`src/rtl/fetch_pkg.sv`:
```
// Shared constants and types for the fetch stage.
//   VEC_*      : PC values loaded on reset / interrupt / exception entry
//   INSTR_NOP  : bubble instruction word placed in IF/ID on flush and reset
//   REG_K0     : register that receives the exception return address
//   sel_t      : next-PC source select
package fetch_pkg;

  localparam int unsigned XLEN  = 32;
  localparam int unsigned REG_W = 5;

  localparam logic [XLEN-1:0]  VEC_RESET = 32'h8000_0000;
  localparam logic [XLEN-1:0]  VEC_IRQ   = 32'h8000_0004;
  localparam logic [XLEN-1:0]  VEC_EXC   = 32'h8000_0008;
  localparam logic [XLEN-1:0]  INSTR_NOP = 32'h0000_0000;
  localparam logic [REG_W-1:0] REG_K0    = 5'd26;

  typedef enum logic [2:0] {
    SEL_SEQ   = 3'd0,
    SEL_REDIR = 3'd1,
    SEL_IRQ   = 3'd2,
    SEL_EXC   = 3'd3,
    SEL_HOLD  = 3'd4
  } sel_t;

endpackage

```
`src/rtl/fetch_irq_sync.sv`:
```
// Two-flop synchroniser for the asynchronous interrupt level.
// Used by instruction_fetch only when FETCH_IRQ_SYNC_EN is defined.
// Ports:
//   clk       in  1  clock
//   reset     in  1  synchronous active-low reset, clears both flops
//   irq_in    in  1  raw interrupt level
//   irq_sync  out 1  interrupt level after two clk stages
module fetch_irq_sync (
  input  logic clk,
  input  logic reset,
  input  logic irq_in,
  output logic irq_sync
);

  logic meta;

  always_ff @(posedge clk) begin
    if (!reset) begin
      meta     <= 1'b0;
      irq_sync <= 1'b0;
    end else begin
      meta     <= irq_in;
      irq_sync <= meta;
    end
  end

endmodule

```
`src/rtl/instruction_fetch.sv`:
```
// Program counter and IF/ID register in front of the instruction ROM.
// Next PC is chosen from exception, interrupt, redirect, stall-hold or
// sequential sources; PC[31] is the supervisor bit.
// Config macro: FETCH_IRQ_SYNC_EN (irq passes a two-flop synchroniser).
// Ports:
//   clk, reset (sync, active-low)
//   stall, redir_valid/redir_pc, exc_valid/exc_pc, irq   : control inputs
//   rom_addr (= pc), rom_data                            : ROM interface
//   id_instr, id_pc, id_pc4, id_valid                    : IF/ID register
//   epc_we, epc                                          : $k0 write-back
import fetch_pkg::*;

module instruction_fetch #(
  parameter logic [31:0] RESET_VEC = VEC_RESET,
  parameter logic [31:0] IRQ_VEC   = VEC_IRQ,
  parameter logic [31:0] EXC_VEC   = VEC_EXC
) (
  input  logic        clk,
  input  logic        reset,
  input  logic        stall,
  input  logic        redir_valid,
  input  logic [31:0] redir_pc,
  input  logic        exc_valid,
  input  logic [31:0] exc_pc,
  input  logic        irq,
  output logic [31:0] rom_addr,
  input  logic [31:0] rom_data,
  output logic [31:0] id_instr,
  output logic [31:0] id_pc,
  output logic [31:0] id_pc4,
  output logic        id_valid,
  output logic        epc_we,
  output logic [31:0] epc
);

  logic [XLEN-1:0] pc;
  logic [XLEN-1:0] pc_plus4;
  logic [XLEN-1:0] pc_nxt;
  logic            irq_s;
  logic            irq_take;
  sel_t            sel;

`ifdef FETCH_IRQ_SYNC_EN
  fetch_irq_sync u_irq_sync (
    .clk      (clk),
    .reset    (reset),
    .irq_in   (irq),
    .irq_sync (irq_s)
  );
`else
  assign irq_s = irq;
`endif

  assign rom_addr = pc;
  assign pc_plus4 = pc + 32'd4;

  // Interrupts only in user mode, and deferred behind stall/redirect/exception.
  assign irq_take = irq_s & ~pc[31] & ~redir_valid & ~stall & ~exc_valid;

  // Next-PC source priority.
  always_comb begin
    sel = SEL_SEQ;
    if (exc_valid)        sel = SEL_EXC;
    else if (irq_take)    sel = SEL_IRQ;
    else if (redir_valid) sel = SEL_REDIR;
    else if (stall)       sel = SEL_HOLD;
  end

  // Redirect may drop the supervisor bit but never raise it.
  always_comb begin
    pc_nxt = pc_plus4;
    case (sel)
      SEL_EXC:   pc_nxt = EXC_VEC;
      SEL_IRQ:   pc_nxt = IRQ_VEC;
      SEL_REDIR: pc_nxt = {pc[31] & redir_pc[31], redir_pc[30:0]};
      SEL_HOLD:  pc_nxt = pc;
      default:   pc_nxt = pc_plus4;
    endcase
  end

  // PC, IF/ID and EPC registers.
  always_ff @(posedge clk) begin
    if (!reset) begin
      pc       <= RESET_VEC;
      id_instr <= INSTR_NOP;
      id_pc    <= '0;
      id_pc4   <= '0;
      id_valid <= 1'b0;
      epc_we   <= 1'b0;
      epc      <= '0;
    end else begin
      pc     <= pc_nxt;
      epc_we <= 1'b0;
      case (sel)
        SEL_EXC: begin
          epc      <= exc_pc + 32'd4;
          epc_we   <= 1'b1;
          id_instr <= INSTR_NOP;
          id_valid <= 1'b0;
        end
        SEL_IRQ: begin
          epc      <= pc;
          epc_we   <= 1'b1;
          id_instr <= INSTR_NOP;
          id_valid <= 1'b0;
        end
        SEL_REDIR: begin
          id_instr <= INSTR_NOP;
          id_valid <= 1'b0;
        end
        SEL_HOLD: ;
        default: begin
          id_instr <= rom_data;
          id_pc    <= pc;
          id_pc4   <= pc_plus4;
          id_valid <= 1'b1;
        end
      endcase
    end
  end

endmodule

```
`config.mk`:
```
export PLATFORM = sky130hd
export DESIGN_NAME = instruction_fetch
export DESIGN_NICKNAME = d
export VERILOG_FILES = /design/src/rtl/fetch_pkg.sv /design/src/rtl/fetch_irq_sync.sv /design/src/rtl/instruction_fetch.sv
export SDC_FILE = /design/constraint.sdc
export NUM_CORES = 1
export LEC_CHECK = 0
export BUFFER_PORTS_ARGS = -buffer_cell sky130_fd_sc_hd__buf_2
export CORE_UTILIZATION = 54
export DETAILED_ROUTE_END_ITERATION = 8
export PLACE_DENSITY = 0.85
export SYNTH_ARGS = -nofsm -noshare
export SYNTH_HDL_FRONTEND = slang
export SYNTH_SLANG_ARGS = --single-unit
```
`constraint.sdc`:
```
create_clock -name clk -period 5 [get_ports clk]
set_input_delay 1.5 -clock clk [delete_from_list [all_inputs] [get_ports clk]]
set_output_delay 1.5 -clock clk [all_outputs]
set_load 0.01 [all_outputs]
```
==> results.md <==
* CP required at 5.37 ns
* WHS at 0.448 ns
* Number of synthesized flops with an enable pin at 0
* WL/cell at 17.8 um
* Synthesized netlist cell count at 865
* Clk Latency, worst-skew pair at 0.42 ns
* Max Clock Skew at roughly 0.0061 ns
* Mapped Area at about 0.0072 mm^2
* CTS clk-pin slew, worst paths at roughly 0.06 ns
* Critical-path cell list: buf_2 -> or4_2 -> o41ai_1 -> o21a_1
* FF-to-FF Start: rom_addr[2]
* # port buffers at roughly 260
* IR drop worst, VDD at 0.282 mV
* R2r endpoint: id_pc4[26]
* CTS buffer count at 17
* Final core utilization at between 70% and 80%
* Max Slew Vio Count at 0
* Switching portion of total power at 25.0%
* Cell area power density at 310 mW/mm^2
* Period utilisation layout at 64.8%
* First-pass iteration count of the detailed router at 5
* Async set-reset flop share out of synthesis at 0%
* IO Pins at between 200 and 300
* Final Instance Area at 0.00895 mm^2
* Final Critical Period at roughly 3.2 ns
* CP peak stage delay at 1.18 ns
* Global-route wire length before repair at ~33000 um
* Yosys reg bits at 160
* Full die area at between 0.01 and 0.015 mm^2
* CP max FO at 56
* Post-route setup TNS at 0 ns
* Die X at 117 um
* Comb power frac at 10.7%
* Post-CTS resize count at 0
* Filler cells at about 1100
* Sequential share of power at 49.3%
* Cell family with most CP delay: simple AND/OR/NAND/NOR gates
* Reg2Reg Depth at 6
* Vias in the first global route at 6431
* Sequential share of the synthesized area at 44.6%
* Psw at 694 uW
* Synth-to-layout area growth at 24.8%
* Initial core utilization at a little under three fifths
* Distinct cell type count after synthesis at 55
* Area of the multi-input gates at 0.00361 mm^2
* Commonest non-fill, non-tap cell in the layout: buf_2
* Setup violations, final at 0
* Total of max-cap violations at 0
* Remaining DRCs at 0
* Antenna Nets Post-Route at 0
* Hold depth at 2
* Initial antenna violation count at 2
* Worst setup path end: rom_addr[21]
* CP Depth at 4
* GR Overflow Total at 0
* Leakage power at around 0.0038 uW
* Layout Nets at ~1200
* Worst-Margin Slew at 1.03 ns
* Vias per cell at 5.82
* Via count at 7316
* Most frequent cells in the layout: buf_2, dfxtp_1, nand2_1
* Layout cell share with drive strength beyond 1 at 30.0%
* Largest net degree at the start of global routing at slightly below 100
* Tot GR Track Use at a little under a third
* H-tree Lvls at 4
* Critical path capture point type: flip-flop
* Primary FF master, synth: dfxtp_1
* Clock Sinks at 160
* TritonCTS clock tree: done
* Critical path origin: exc_valid
* Reg2reg setup slack at 2.11 ns
* Syn_area_per_cell at roughly 8.3 um^2
* Critical path launch point type: input port
* Worst min path class: reg -> reg
* Worst EP arrival at 3.60 ns
* Yosys warns at 0
* Slew Limit Headroom at 31.2%
* Root buffer cell: clkbuf_16
* Core Rows at 41
* Slowest cell on crit path: or4_2
* RSZ-0062 raised after global routing: no
* Hold buffers post-CTS at 0
* Final Hold Vio Count at 0
* Initial detailed-routing violation count at 726
* CORE AREA at 0.0128 mm^2
* Postcts setup bufs at 0
* Clk buf depth at 2
* DP HPWL at 15400 um
* Register area at 0.00320 mm^2
* FMAX at 309 MHz
* Syn_nets at about 970
* Clock share of power at about two fifths
* Worst path buffer plus inverter count at 1
* Outcome: completed
* GPL Wtd Cong at 0.870
* DRT Wirelength at 22400 um
* Pint at 2080 uW
* DP Area at 0.00847 mm^2
* Setup CP Type: in -> reg
* Die H at approximately 120 um
## Yosys cell counts (12+ instances only)
master | n | share of area [%]
mux2_2 | 15 | 2.4
a22oi_1 | 47 | 4.9
clkbuf_1 | 59 | 3.1
a21oi_1 | 93 | 6.5
xor2_1 | 24 | 2.9
nor2_1 | 85 | 4.4
xnor2_1 | 24 | 2.9
nand4_1 | 14 | 1.2
o21ai_0 | 52 | 3.6
nand2_1 | 104 | 5.4
buf_2 | 12 | 0.84
nand3_1 | 27 | 1.9
dfxtp_1 | 160 | 45
a211oi_1 | 15 | 1.6
## routing by layer
layer / track usage [%] / routed length (um) / vias up
met2: 48.5 / 10100 / 388
met3: 9.06 / 2060 / 61
met4: 14.1 / 657 / 0
met1: 42.2 / 9510 / 3385
li1: - / - / 3482
met5: 0 / 0 / -
## final cells by class
class	count	share of cell area, %
diodes	2	0.0559
clock buffers	22	5.18
clock inverters	3	0.168
inverters	12	0.531
multi-input cells	614	40.3
flip-flops and latches	160	35.8
well taps	172	2.40
repair buffers	273	15.5
## power by group through the flow
stage          Combinational (uW)  Clock, uW  Sequential, uW
5_1_grt                       326       1170            1370
2_1_floorplan                 151          0            1400
3_5_place_dp                  293          0            1390
3_3_place_gp                  287          0            1390
6_report                      298       1110            1370
4_1_cts                       295       1110            1370
## state kept, by name (all words and copies together) (netlist names)
signal	count
rom_addr	32
id_valid	1
id_pc	32
id_instr	32
epc	32
epc_we	1
id_pc4	30
## stage by stage
stage | instances | total power [uW] | setup slack [ns]
after floorplan | 865 | 1550 | 1.96
after global placement | 1231 | 1680 | 1.39
after detailed placement | 1231 | 1690 | 1.34
after CTS | 1256 | 2770 | 1.77
after global routing | 1258 | 2870 | 1.70
final | 1258 | 2770 | 1.76
## tightest hold or removal path: cells and delay by family (launching register included)
kind | cells | cell delay [ns]
AOI/OAI and AO/OA | 1 | 0.05
DFF | 1 | 0.30
and+or+nand+nor | 1 | 0.05
## how the worst min path moves through the flow
| stage | startpoint | end |
|---|---|---|
| floorplan | rom_addr[0] | id_pc[0] |
| global placement | id_pc[15] | id_pc[15] |
| detailed placement | id_pc[10] | id_pc[10] |
| CTS | id_pc[10] | id_pc[10] |
| global route | id_pc[10] | id_pc[10] |
| finish | id_pc[29] | id_pc[29] |
## kinds of logic after synthesis
logic type | synth area share (%)
compound gates | 21.3
xor+xnor | 5.86
fa+ha+maj | 0.349
buf+inv | 5.30
flops | 44.6
mux | 3.47
simple gates | 19.1
Power figures use the tool's default switching activity.
